**src/rtl/regfile_wb_scheduler_pkg.sv**
```systemverilog
// Shared types for the regfile writeback scheduler: register/word types,
// the buffered write request and the hard-wired zero register.
package regfile_wb_scheduler_pkg;

    typedef logic [31:0] word_t;
    typedef logic [4:0]  creg_addr_t;

    typedef struct packed {
        creg_addr_t wa;
        word_t      wd;
    } wb_req_t;

    localparam creg_addr_t ZERO_REG = 5'd0;

    // Register 0 is never written and never reserved.
    function automatic logic is_zero_reg(input creg_addr_t a);
        return a == ZERO_REG;
    endfunction

endpackage

```
**src/rtl/regfile_wb_scheduler_wb_fifo.sv**
```systemverilog
// Small registered FIFO buffering secondary (long-latency) writeback requests.
// No bypass: an entry pushed at edge N is visible at the head from cycle N+1.
module wb_fifo
    import regfile_wb_scheduler_pkg::*;
#(
    parameter int DEPTH = 2
) (
    input  logic    clk,
    input  logic    resetn,
    input  logic    i_push,
    input  wb_req_t i_din,
    input  logic    i_pop,
    output wb_req_t o_dout,
    output logic    o_full,
    output logic    o_empty
);

    localparam int           AW       = $clog2(DEPTH);
    localparam logic [AW:0]  FULL_CNT = (AW+1)'(DEPTH);

    wb_req_t         r_mem [DEPTH];
    logic [AW-1:0]   r_wr_ptr;
    logic [AW-1:0]   r_rd_ptr;
    logic [AW:0]     r_count;
    logic            w_push;
    logic            w_pop;

    assign o_full  = (r_count == FULL_CNT);
    assign o_empty = (r_count == '0);
    assign w_push  = i_push && !o_full;
    assign w_pop   = i_pop && !o_empty;
    assign o_dout  = r_mem[r_rd_ptr];

    // Storage array; contents are don't-care while the slot is empty.
    always_ff @(posedge clk) begin
        if (w_push) r_mem[r_wr_ptr] <= i_din;
    end

    // Pointers wrap naturally; the extra count bit separates full from empty.
    always_ff @(posedge clk or negedge resetn) begin
        if (!resetn) begin
            r_wr_ptr <= '0;
            r_rd_ptr <= '0;
            r_count  <= '0;
        end else begin
            if (w_push) r_wr_ptr <= r_wr_ptr + AW'(1);
            if (w_pop)  r_rd_ptr <= r_rd_ptr + AW'(1);
            case ({w_push, w_pop})
                2'b10:   r_count <= r_count + (AW+1)'(1);
                2'b01:   r_count <= r_count - (AW+1)'(1);
                default: r_count <= r_count;
            endcase
        end
    end

endmodule

```
**src/rtl/regfile_wb_scheduler.sv**
```systemverilog
// Regfile write-port scheduler: primary writeback has fixed priority, long-latency
// results drain from a FIFO in idle cycles. A busy scoreboard of reserved
// destinations drives decode hazard stalls; a starvation counter asks decode
// for a bubble when the FIFO has been blocked too long.
module regfile_wb_scheduler
    import regfile_wb_scheduler_pkg::*;
#(
    parameter int FIFO_DEPTH   = 2,
    parameter int STARVE_LIMIT = 4
) (
    input  logic        clk,
    input  logic        resetn,
    input  logic        p_valid,
    input  logic [4:0]  p_wa,
    input  logic [31:0] p_wd,
    input  logic        s_valid,
    input  logic [4:0]  s_wa,
    input  logic [31:0] s_wd,
    output logic        s_ready,
    input  logic        iss_valid,
    input  logic [4:0]  iss_wa,
    output logic        iss_ready,
    input  logic [4:0]  q_ra1,
    input  logic [4:0]  q_ra2,
    input  logic [4:0]  q_wa,
    output logic        hazard_stall,
    output logic        starve_stall,
    output logic [4:0]  wa3,
    output logic [31:0] wd3,
    output logic        write_enable
);

    localparam int           SW         = $clog2(STARVE_LIMIT + 1);
    localparam logic [SW-1:0] STARVE_MAX = SW'(STARVE_LIMIT);

    logic [31:0]   r_busy;
    logic [SW-1:0] r_starve_cnt;
    wb_req_t       w_head;
    wb_req_t       w_s_req;
    logic          w_full;
    logic          w_empty;
    logic          w_p_sel;
    logic          w_push;
    logic          w_pop;
    logic [31:0]   w_set;
    logic [31:0]   w_clr;

    assign w_s_req = '{wa: s_wa, wd: s_wd};
    // Primary path is masked in reset so the regfile sees no strobe.
    assign w_p_sel = p_valid && resetn;
    assign s_ready = !w_full;
    assign w_push  = s_valid && s_ready;
    assign w_pop   = !w_p_sel && !w_empty;

    wb_fifo #(.DEPTH(FIFO_DEPTH)) u_fifo (
        .clk     (clk),
        .resetn  (resetn),
        .i_push  (w_push),
        .i_din   (w_s_req),
        .i_pop   (w_pop),
        .o_dout  (w_head),
        .o_full  (w_full),
        .o_empty (w_empty)
    );

    // Write-port mux: primary wins, else FIFO head, else idle.
    always_comb begin
        wa3          = ZERO_REG;
        wd3          = '0;
        write_enable = 1'b0;
        if (w_p_sel) begin
            wa3          = p_wa;
            wd3          = p_wd;
            write_enable = !is_zero_reg(p_wa);
        end else if (!w_empty) begin
            wa3          = w_head.wa;
            wd3          = w_head.wd;
            write_enable = !is_zero_reg(w_head.wa);
        end
    end

    // Reservation uses pre-edge busy, so a same-cycle release is not visible yet.
    assign iss_ready = !r_busy[iss_wa];

    assign hazard_stall = (r_busy[q_ra1] && !is_zero_reg(q_ra1)) ||
                          (r_busy[q_ra2] && !is_zero_reg(q_ra2)) ||
                          (r_busy[q_wa]  && !is_zero_reg(q_wa));

    // Set/clear masks for the scoreboard; register 0 is never tracked.
    always_comb begin
        w_set = '0;
        w_clr = '0;
        if (iss_valid && iss_ready && !is_zero_reg(iss_wa)) w_set[iss_wa]    = 1'b1;
        if (w_pop && !is_zero_reg(w_head.wa))               w_clr[w_head.wa] = 1'b1;
    end

    // Scoreboard update; set and clear of different registers both apply.
    always_ff @(posedge clk or negedge resetn) begin
        if (!resetn) r_busy <= '0;
        else         r_busy <= (r_busy & ~w_clr) | w_set;
    end

    // Count cycles the primary blocks a non-empty FIFO; saturates at the limit.
    always_ff @(posedge clk or negedge resetn) begin
        if (!resetn)                         r_starve_cnt <= '0;
        else if (w_empty || w_pop)           r_starve_cnt <= '0;
        else if (r_starve_cnt != STARVE_MAX) r_starve_cnt <= r_starve_cnt + SW'(1);
    end

    assign starve_stall = (r_starve_cnt == STARVE_MAX);

endmodule

```
**config.mk**
```make
export PLATFORM = sky130hd
export DESIGN_NAME = regfile_wb_scheduler
export DESIGN_NICKNAME = d
export VERILOG_FILES = /design/src/rtl/regfile_wb_scheduler_pkg.sv /design/src/rtl/regfile_wb_scheduler_wb_fifo.sv /design/src/rtl/regfile_wb_scheduler.sv
export SDC_FILE = /design/constraint.sdc
export NUM_CORES = 1
export LEC_CHECK = 0
export ABC_AREA = 1
export ABC_CLOCK_PERIOD_IN_PS = 2900
export CORE_MARGIN = 1
export CORE_UTILIZATION = 50
export CTS_CLUSTER_SIZE = 8
export DETAILED_ROUTE_END_ITERATION = 16
export PLACE_DENSITY = 0.8
export SYNTH_ARGS = -nofsm -noshare
export SYNTH_HDL_FRONTEND = slang
export SYNTH_SLANG_ARGS = --single-unit
```
**constraint.sdc**
```tcl
create_clock -name clk -period 2.9 [get_ports clk]
set_input_delay 0.87 -clock clk [delete_from_list [all_inputs] [get_ports clk]]
set_output_delay 0.87 -clock clk [all_outputs]
set_load 0.01 [all_outputs]
```
# [Word-level counts from Yosys, hierarchy flattened]
# Memory sizes are Yosys's and may differ from the RTL's.
# Index checks and enable logic that the tools add are counted.
[op_classes] n_addsub=5 n_lt_le_gt_ge=7 shift=0 mul=0 eq_ne=5 bitwise=3 n_reduce_logical=35 mux=25 div_mod_pow=0
[op_table] op="$mux 32" n=4
[op_table] op="$and 32x32->32" n=1
[op_table] op="$not 32->32" n=1
[op_table] op="$or 32x32->32" n=1
[op_table] op="$logic_not 5->1" n=6
[op_table] op="$lt 5x6->1 const B" n=5
[op_table] op="$bmux 1 s5" n=4
[op_table] op="$logic_and 1x1->1" n=13
[op_table] op="$demux 1 s5" n=2
[op_table] op="$ge 5x1->1 const B" n=2
[op_table] op="$logic_not 1->1" n=10
[op_table] op="$mux 1" n=10
[op_table] op="$mux 5" n=2
[op_table] op="$mux 3" n=2
[op_table] op="$eq 2x2->1 const B" n=2
[op_table] op="$pmux 2 s2" n=1
[op_table] op="$reduce_bool 2->1" n=2
[op_table] op="$add 3x1->3 const B" n=1
[op_table] op="$eq 3x3->1 const B" n=1
[op_table] op="$logic_or 1x1->1" n=3
[op_table] op="$ne 3x3->1 const B" n=1
[op_table] op="$add 1x1->1 const B" n=2
[op_table] op="$add 2x1->2 const B" n=1
[op_table] op="$eq 2x1->1 const B" n=1
[op_table] op="other kinds (2)" n=2
[word_totals] input_bits=99 register_bits=39 memories=1 mem_bits_ro=0 ram_bits=74 output_inout_bits=42 latchBits=0
[memory_table] name="u_fifo.r_mem" words=2 width=37 rd=1 rd_ports_with_merged_regs=0 write_ports=1 line_no="regfile_wb_scheduler_wb_fifo.sv:21" text="wb_req_t r_mem [DEPTH];"

# [Longest topological paths before layout]
# Gate-level depths: netlist of run 1.
# An unclocked memory read counts as a cell.
[logic_depth] word_depth=9 depth_mapped=14 mapped_depth_nobuf=12

# [Modules after synthesis]
# A second synthesis of run 1 with hierarchy kept.
[hier_totals] cells_unflattened=859 area_unflattened_um2=6531.3
[by_module_without_submodules] module="regfile_wb_scheduler" cells_per_inst=633 area_per_inst_um2=3592.2 seq_area_each_um2=875.8 instances=1
[by_module_without_submodules] module="wb_fifo" cells_per_inst=226 area_per_inst_um2=2939.1 seq_area_each_um2=2322.2 instances=1

# [Worst setup path before layout of run 1]
# No wires, ideal clock.
[synth_timing] kind="input to register" start="in s_valid" end="mem u_fifo.r_mem[1][0] (netlist name), enable pin" path_buffers=0 arrival_ns=2.547 path_stages=2 required_ns=2.467 setup_slack_ns=-0.080 cell_sequence="nand2_1 -> nor2_1"
[synth_via] elab_chain_cells=4
[synth_lines] item="from (decl)" line_no="regfile_wb_scheduler.sv:16" text="input logic s_valid,"
[synth_lines] item="$logic_and 1x1->1" line_no="regfile_wb_scheduler.sv:52" text="assign w_push = s_valid && s_ready;"
[synth_lines] item="$logic_and 1x1->1" line_no="regfile_wb_scheduler_wb_fifo.sv:30" text="assign w_push = i_push && !o_full;"
[synth_lines] item="$mux 1" line_no="regfile_wb_scheduler_wb_fifo.sv:36" text="if (w_push) r_mem[r_wr_ptr] <= i_din;"
[synth_lines] item="$mux 1 (not written as such)" line_no="regfile_wb_scheduler_wb_fifo.sv:36"
[synth_lines] item="to (decl)" line_no="regfile_wb_scheduler_wb_fifo.sv:21"
# No other way between the ends.

# [Worst setup path in the final report of run 1]
[layout_timing] start="in p_valid" end="out write_enable"
[layout_via] elab_chain_cells=2
[layout_lines] item="from (decl)" line_no="regfile_wb_scheduler.sv:13" text="input logic p_valid,"
[layout_lines] item="$logic_and 1x1->1" line_no="regfile_wb_scheduler.sv:50" text="assign w_p_sel = p_valid && resetn;"
[layout_lines] item="$mux 1" line_no="regfile_wb_scheduler.sv:71" text="if (w_p_sel) begin"
[layout_lines] item="to (decl)" line_no="regfile_wb_scheduler.sv:30" text="output logic write_enable"
# No other way between the ends.

==> impl_metrics.ini, run 1 <==
[timing]
hold_slack_ns = 0.448
finalHoldViolations = 0
fin_setup_tns_ns = 0
fmax_ghz = 0.351
finalSetupViolCount = 0
layout_min_cycle_time_ns = 2.85
fin_skew_ns = 0.00783
slew_viol_final = 0
fin_crit_sh = 0.983
tightest_slew_ns = 0.500
slew_headroom = 0.666
rsz0062_at_grt = yes

[floorplan]
die_x_um = 115
die-area_um2 = 13100
rows = 40
ios = 141
core-area_um2 = 12200
start_util = 0.521
die_y_um = 115

[detailed_routing]
vias = 6630
via_per_inst = 5.63
drt_iter0_drc = 685
drt-wirelength-per-cell_um = 18.2
ant_nets = 0
dr.pass1.iters = 6
drc_errors = 0
wl_mm = 21.4

[cells_and_area]
fillerInstances = 857
layout-drive-gt1-share = 0.198
areaGrowthSynthToFinish_pct = 46.1
most-common-layout-cells = nand2_1, clkdlybuf4s50_1, nand3_1
final_cell_count_no_fill = 1177
post-route-util = 0.761
antenna_cells = 0
fin_nets = 1098
final_common_cell = nand2_1

[synth]
synth-edff-count = 74
synth_seq_cells = 113
synth_fp_nets = 894
synth-seq-area-share = 0.505
yosys.cell_types.count = 26
synth_flop_cell = edfxtp_1
synthCells = 792
synth_area_um2 = 6330
syn_area_per_cell_um2 = 8.00
ys_async_sr_fraction = 0.345
yosysWarnings = 0

[cts]
htree_num_levels = 4
cts_buffers = 17
hold_buffers = 0
cts_tree = done
cts_buffer_depth = 2
clock_latency_ns = 0.41
clk_pin_slew_ns = 0.05
clockRootBuffer = clkbuf_16
cts.sinks = 113

[pwr]
pwr-share-clk = 0.264
combPwrFrac = 0.388
p_seq_frac = 0.348
power_leakage_nw = 4.19
powerDensity_nw_per_um2 = 854
irDropWorstVdd_mv = 0.718
switching_share = 0.386
switchingPower_mw = 3.05
finalPower_mw = 7.90
p_int_mw = 4.85

[setup_path]
cp-start-kind = input port
critPathArrivalTime_ns = 1.98
crit_fanout = 4
crit_family = buffers and inverters
r2r_start = u_fifo.r_count[0]
cpPeakStageDelay_ns = 0.24
endpoint_kind = primary output
crit_chain = dlygate4sd2_1 -> nand2_2 -> inv_4 -> nor2_4 -> buf_12 -> buf_8 -> nand2_1 -> o21ai_1 -> buf_2
critical_path_depth = 9
crit_type = in -> out
reg2reg_to = u_fifo.r_count[1]
endpoint = write_enable
reg2reg_slack_ns = 0.77
cp_slowest_cell = dlygate4sd2_1
worst-path-buf-inv = 5
cp_data_required_time_ns = 2.03
rr_worst_depth = 10
cp-startpoint = p_valid

[status]
status = finished, final reports clean

[global_routing]
first_global_vias = 6548
grt_max_degree = 40
antenna_found_initial = 0
grt_overflow_total = 0
grt_pass1_wl_mm = 33.5
gr-usage-all-layers = 0.345

[min_path]
holdPathStages = 0
hold_path_class = reg -> reg

[flow_run]
drv_cap = 0

[placed_design]
dp_hpwl_mm = 13.5
gp_congestion = 0.988
port_buffers = 140
dp.cells = 1119
==> power groups by stage <==
stage / clock, mW / sequential (mW) / combinational (mW)
6_report: 2.09 / 2.75 / 3.06
5_1_grt: 2.17 / 2.76 / 3.34
4_1_cts: 2.10 / 2.69 / 2.96
3_5_place_dp: 0 / 2.71 / 2.89
3_3_place_gp: 0 / 2.70 / 2.83
2_1_floorplan: 0 / 2.48 / 1.66
==> layout make-up <==
| type | instances | area [um2] | area share |
|---|---|---|---|
| multi-input combinational | 574 | 2880 | 0.312 |
| timing repair buffer | 211 | 2010 | 0.218 |
| tap | 168 | 210 | 0.0227 |
| sequential | 113 | 3200 | 0.346 |
| clock buffer | 20 | 457 | 0.0494 |
| inverter | 75 | 308 | 0.0333 |
| timing repair inverter | 4 | 36.3 | 0.00392 |
| clock inverter | 12 | 140 | 0.0151 |
==> worst min-delay path by stage <==
stage / slack, ns / endpoint / startpoint
4_1_cts: 0.45 / r_busy[0] / r_busy[0]
5_1_grt: 0.47 / r_busy[0] / r_busy[0]
3_3_place_gp: 0.42 / r_busy[0] / r_busy[0]
6_report: 0.45 / r_busy[0] / r_busy[0]
3_5_place_dp: 0.44 / r_busy[0] / r_busy[0]
2_1_floorplan: 0.45 / r_busy[0] / r_busy[0]
==> worst register-to-register path, cell delays in order (launching register included) <==
cell	delay (ns)
dfrtp_1	0.42
nor2_1	0.26
nor2_4	0.10
buf_12	0.17
buf_8	0.12
buf_4	0.12
buf_4	0.13
ha_1	0.31
a21oi_1	0.12
o21ai_0	0.11
xnor2_1	0.14
==> metrics by stage <==
stage	setup slack [ns]	instance area [um2]
after floorplan	0.0376	6340
after global placement	-0.770	8290
after detailed placement	-0.783	8290
after CTS	-0.0299	9160
after global routing	-0.0574	9250
final	0.0498	9250
==> kinds of logic (layout without fill, tap and decap cells) <==
| family | after synthesis | after routing | synth area share |
|---|---|---|---|
| and+or+nand+nor | 410 | 410 | 0.261 |
| AOI/OAI and AO/OA | 125 | 125 | 0.106 |
| DFF | 113 | 113 | 0.505 |
| buffers and inverters | 105 | 322 | 0.0654 |
| muxes | 32 | 32 | 0.0506 |
| xor gates and xnor gates | 4 | 4 | 0.00553 |
| adders and majority gates | 3 | 3 | 0.00593 |
==> routing by layer <==
metal  wire, um  GRT usage  up-vias
li1           -          -     3065
met1       7850      0.420     3025
met2      10300      0.562      456
met3       2310      0.101       84
met4        885      0.168        0
met5          0          0        -
==> what timing repair did <==
item	CTS	global route
pin swaps	11	19
resized for setup	284	51
endpoints found under the setup margin	40	6
gates cloned	10	2
buffers inserted	11	3
==> synth_stat cells, types with 7 or more instances <==
master / n / area, um2
mux2i_1: 32 / 320
o211ai_1: 15 / 113
a21oi_1: 13 / 65.1
dfrtp_1: 39 / 976
nor3_1: 8 / 40.0
clkbuf_1: 20 / 75.1
inv_1: 69 / 259
edfxtp_1: 74 / 2220
nand3_1: 77 / 385
nor2_1: 63 / 236
nand2_1: 259 / 972
buf_2: 7 / 35.0
o21ai_0: 90 / 450
==> registers in the layout, indices dropped and copies added, names as in the netlist <==
signal and flops:
r_busy 32, r_starve_cnt 3, u_fifo.r_count 2, u_fifo.r_mem 74, u_fifo.r_rd_ptr 1, u_fifo.r_wr_ptr 1
No activity file was read; power rests on OpenSTA's default activity.
==> inputs of run 2 (changes only) <==
Settings changed: CORE_ASPECT_RATIO set to 0.8, CORE_MARGIN 1 to unset.
==> impl_metrics.ini, run 2 (synthesis results as in run 1) <==
[timing]
tightest_slew_ns = 0.707
setup_slack_ns = 0.0465
hold_slack_ns = 0.415
fin_crit_sh = 0.984
fin_setup_tns_ns = 0
finalSetupViolCount = 0
layout_min_cycle_time_ns = 2.85
fin_skew_ns = 0.0110
slew_viol_final = 0
slew_headroom = 0.528
fmax_ghz = 0.350
finalHoldViolations = 0
rsz0062_at_grt = yes

[cells_and_area]
post-route-util = 0.744
antenna_cells = 0
areaGrowthSynthToFinish_pct = 44.0
largest_registers = u_fifo.r_mem x74, r_busy x32, r_starve_cnt x3
layout-drive-gt1-share = 0.197
most-common-layout-cells = nand2_1, clkdlybuf4s50_1, o21ai_0
largest_register_ffs = 74
multi_input_comb_area_um2 = 2850
fillerInstances = 935
final_common_cell = nand2_1
fin_nets = 1102
regMostFlops = u_fifo.r_mem
register_area_um2 = 3200
final_cell_count_no_fill = 1184

[cts]
clockRootBuffer = clkbuf_16
clk_pin_slew_ns = 0.06
clock_latency_ns = 0.42
cts_tree = done
hold_buffers = 0
cts_buffer_depth = 2
cts_buffers = 17
cts.sinks = 113
htree_num_levels = 4

[placed_design]
dp.cells = 1131
gp_congestion = 0.928
dp_hpwl_mm = 13.4
place_ws_ns = -0.841
port_buffers = 140

[global_routing]
grt_pass1_wl_mm = 31.4
gr-usage-all-layers = 0.322
grt_max_degree = 40
grt_overflow_total = 0
first_global_vias = 5827
antenna_found_initial = 0

[detailed_routing]
ant_nets = 0
vias = 6546
drc_errors = 0
dr.pass1.iters = 7
drt-wirelength-per-cell_um = 17.4
wl_mm = 20.6
via_per_inst = 5.53
drt_iter0_drc = 912

[floorplan]
start_util = 0.517
die_y_um = 103
die_x_um = 128
rows = 36
core-area_um2 = 12300
ios = 141
die-area_um2 = 13100

[status]
status = finished, final reports clean

[setup_path]
worst-path-buf-inv = 3
crit_type = in -> out
crit_family = buffers and inverters
cp_data_required_time_ns = 2.03
endpoint_kind = primary output
critPathArrivalTime_ns = 1.98
cp_slowest_cell = a21oi_2
crit_chain = buf_4 -> buf_12 -> a21oi_1 -> o21ai_1 -> nand3_1 -> nand3_2 -> a21oi_2 -> nor2_1 -> nand2_1 -> buf_2
cp-start-kind = input port
crit_fanout = 13
cpPeakStageDelay_ns = 0.17

[flow_run]
drv_cap = 0

[pwr]
power_leakage_nw = 4.14
irDropWorstVdd_mv = 0.654
powerDensity_nw_per_um2 = 832

[min_path]
hold_path_class = reg -> reg
-- run 2: cell count changes in the layout (fill, tap and decap cells not counted), moves of 5 or more --
cell	before	now
o21ai_1	21	14
buf_6	11	20
buf_4	44	50
buf_12	11	6
o21ai_0	65	76
inv_6	1	8
-- run 2: final cells by class --
type,instances,share of cell area
Timing Repair Buffer,218,0.217
Timing Repair inverter,1,0.000549
Sequential cell,113,0.351
Clock inverter,15,0.0159
Multi-Input combinational cell,574,0.313
Clock buffer,17,0.0466
Tap cell,171,0.0235
Inverter,75,0.0327
-- run 2: layer usage --
layer	global-route usage	wire, um	up-vias
li1	-	-	3069
met1	0.449	8630	2989
met2	0.491	9140	435
met3	0.0810	2320	53
met4	0.118	465	0
met5	0	0	-
-- run 2: power breakdown --
part           internal [mW]  switching, mW  total (mW)  leakage (nW)
clock network           1.20          0.822        2.02         0.272
registers               2.24          0.430        2.67          1.18
logic                   1.17           1.72        2.90          2.69
total                   4.61           2.98        7.59          4.14
-- run 2: worst reg2reg max path, delay by kind of cell, from the launching register on --
kind / cells / cell delay (ns)
buffers and inverters: 2 / 0.28
and+or+nand+nor: 11 / 1.50
DFF: 1 / 0.46
-- run 2: worst paths after layout --
kind | start | to | slack (ns) | cells after the start
max in group asynchronous | resetn | u_fifo.r_rd_ptr | 1.85 | 2
hold reg to reg | r_busy[0] | r_busy[0] | 0.41 | 0
setup / recovery | q_ra2[0] | hazard_stall | 0.05 | 10
hold / removal | r_busy[0] | r_busy[0] | 0.41 | 0
min in group asynchronous | resetn | r_busy[0] | 0.65 | 2
setup reg to reg | r_busy[3] | r_busy[31] | 0.60 | 13
-- run 2: what timing repair did --
action	4_1_cts	5_1_grt
pin swaps	13	16
cloned	8	4
resized for setup	281	37
setup buffers	7	2
setup endpoints to repair	71	36
-- run 2: stage by stage --
stage / power (mW) / cell area (um2)
after floorplan: 4.14 / 6340
after global placement: 5.51 / 8320
after detailed placement: 5.56 / 8320
after CTS: 7.46 / 9040
after global routing: 7.99 / 9120
final: 7.59 / 9120
==> inputs of run 3 (changes only) <==
Settings changed: GPL_ROUTABILITY_DRIVEN set to 1, RECOVER_POWER set to 100.
==> impl_metrics.ini, run 3 (synthesis results as in run 1) <==
[status]
status = finished, final reports clean

[cells_and_area]
layout-drive-gt1-share = 0.190
largest_registers = u_fifo.r_mem x74, r_busy x32, r_starve_cnt x3
regMostFlops = u_fifo.r_mem
fin_nets = 1102
areaGrowthSynthToFinish_pct = 43.1
register_area_um2 = 3200
final_common_cell = nand2_1
fillerInstances = 949
largest_register_ffs = 74
most-common-layout-cells = nand2_1, o21ai_0, nand3_1
multi_input_comb_area_um2 = 2850

[timing]
finalHoldViolations = 0
fin_crit_sh = 0.988
rsz0062_at_grt = yes
setup_slack_ns = 0.0350
layout_min_cycle_time_ns = 2.87
slew_viol_final = 0
fin_skew_ns = 0.0120
slew_headroom = 0.322
fmax_ghz = 0.349
tightest_slew_ns = 1.02
finalSetupViolCount = 0

[detailed_routing]
via_per_inst = 5.49
ant_nets = 0
wl_mm = 20.4
drt_iter0_drc = 836
drt-wirelength-per-cell_um = 17.3
drc_errors = 0
dr.pass1.iters = 6
vias = 6507

[pwr]
switching_share = 0.393
switchingPower_mw = 2.96
power_leakage_nw = 4.11
finalPower_mw = 7.52
p_int_mw = 4.56
irDropWorstVdd_mv = 0.652
pwr-share-clk = 0.267
powerDensity_nw_per_um2 = 830
combPwrFrac = 0.376
p_seq_frac = 0.356

[min_path]
min-delay-start = r_busy[0]
hold_path_class = reg -> reg
min_to = r_busy[0]
holdPathStages = 0

[setup_path]
cp-start-kind = input port
reg2reg_slack_ns = 0.60
crit_fanout = 13
endpoint_kind = primary output
crit_type = in -> out
rr_worst_depth = 13
r2r_start = r_busy[3]
cp_data_required_time_ns = 2.03
reg2reg_to = r_busy[31]
critPathArrivalTime_ns = 2.00

[cts]
clockRootBuffer = clkbuf_16
clock_latency_ns = 0.42
cts_buffer_depth = 2
cts.sinks = 113
cts_buffers = 17
cts_tree = done
clk_pin_slew_ns = 0.06
hold_buffers = 0
htree_num_levels = 4

[flow_run]
drv_cap = 0

[global_routing]
gr-usage-all-layers = 0.322
antenna_found_initial = 1
grt_max_degree = 40
grt_pass1_wl_mm = 31.4
first_global_vias = 5827
grt_overflow_total = 0

[floorplan]
core-area_um2 = 12300
die_x_um = 128
ios = 141
die_y_um = 103
rows = 36
die-area_um2 = 13100
start_util = 0.517

[placed_design]
port_buffers = 140
place_ws_ns = -0.841
dp_hpwl_mm = 13.4
gp_congestion = 0.928
## run 3: cell types whose count changed in the layout (fill, tap and decap cells not counted), moves of 2 or more
cell	before	now
clkdlybuf4s50_1	81	41
buf_2	46	28
clkbuf_1	0	7
buf_12	6	4
clkbuf_2	1	17
buf_4	50	45
dlygate4sd3_1	0	40
clkbuf_4	1	3
## run 3: power by group through the flow
stage               registers (mW)  clock network, mW  logic [mW]
floorplan                     2.48                  0        1.66
global placement              2.64                  0        2.87
detailed placement            2.66                  0        2.90
CTS                           2.64               2.02        2.79
global route                  2.71               2.11        3.12
finish                        2.68               2.01        2.83
## run 3: repair_timing
item                       4_1_cts  5_1_grt
pin swaps                       13       16
setup endpoints to repair       71       36
cloned                           8        4
resized for setup              281       37
setup buffers                    7        2
## run 3: how the worst max path moves through the flow
stage                     cells past startpoint           end     start
final                                        10  hazard_stall  q_ra2[0]
after global placement                       12  hazard_stall   q_wa[0]
after floorplan                              13  hazard_stall  q_ra1[0]
after global routing                         10  hazard_stall  q_ra2[0]
after detailed placement                     14  hazard_stall   q_wa[0]
after CTS                                    10  hazard_stall  q_ra2[0]
## run 3: layer usage
layer,vias up,part of all wire,GRT usage
met5,-,0,0
met4,0,0.021,0.118
met3,48,0.11,0.0810
met2,420,0.45,0.491
met1,2972,0.42,0.449
li1,3067,-,-
## run 3: through the flow
stage	cell area, um2	setup TNS, ns	utilization	hold slack, ns	std cells
final	9060	0	0.739	0.414	1185
after global routing	9060	-0.283	0.739	0.430	1185
after CTS	9040	-0.0334	0.738	0.410	1178
after detailed placement	8320	-38.51	0.679	0.401	1131
after global placement	8320	-35.96	0.679	0.392	1131
after floorplan	6340	0	-	0.451	792
## run 3: worst max-delay path: stages
cell and delay [ns]:
buf_4 0.15, buf_12 0.14, a21oi_1 0.12, o21ai_0 0.11
nand3_1 0.10, nand3_2 0.12, a21oi_2 0.15, nor2_1 0.05
nand2_1 0.05, buf_2 0.12
## run 3: layout make-up
class | instances | share of cell area
Clock buffer | 17 | 0.0470
Clock inverter | 15 | 0.0160
Antenna cell | 1 | 0.000276
Tap cell | 171 | 0.0236
Inverter | 75 | 0.0329
Sequential cell | 113 | 0.353
Timing Repair Buffer | 218 | 0.212
Multi-Input combinational cell | 574 | 0.315
Timing Repair inverter | 1 | 0.000552
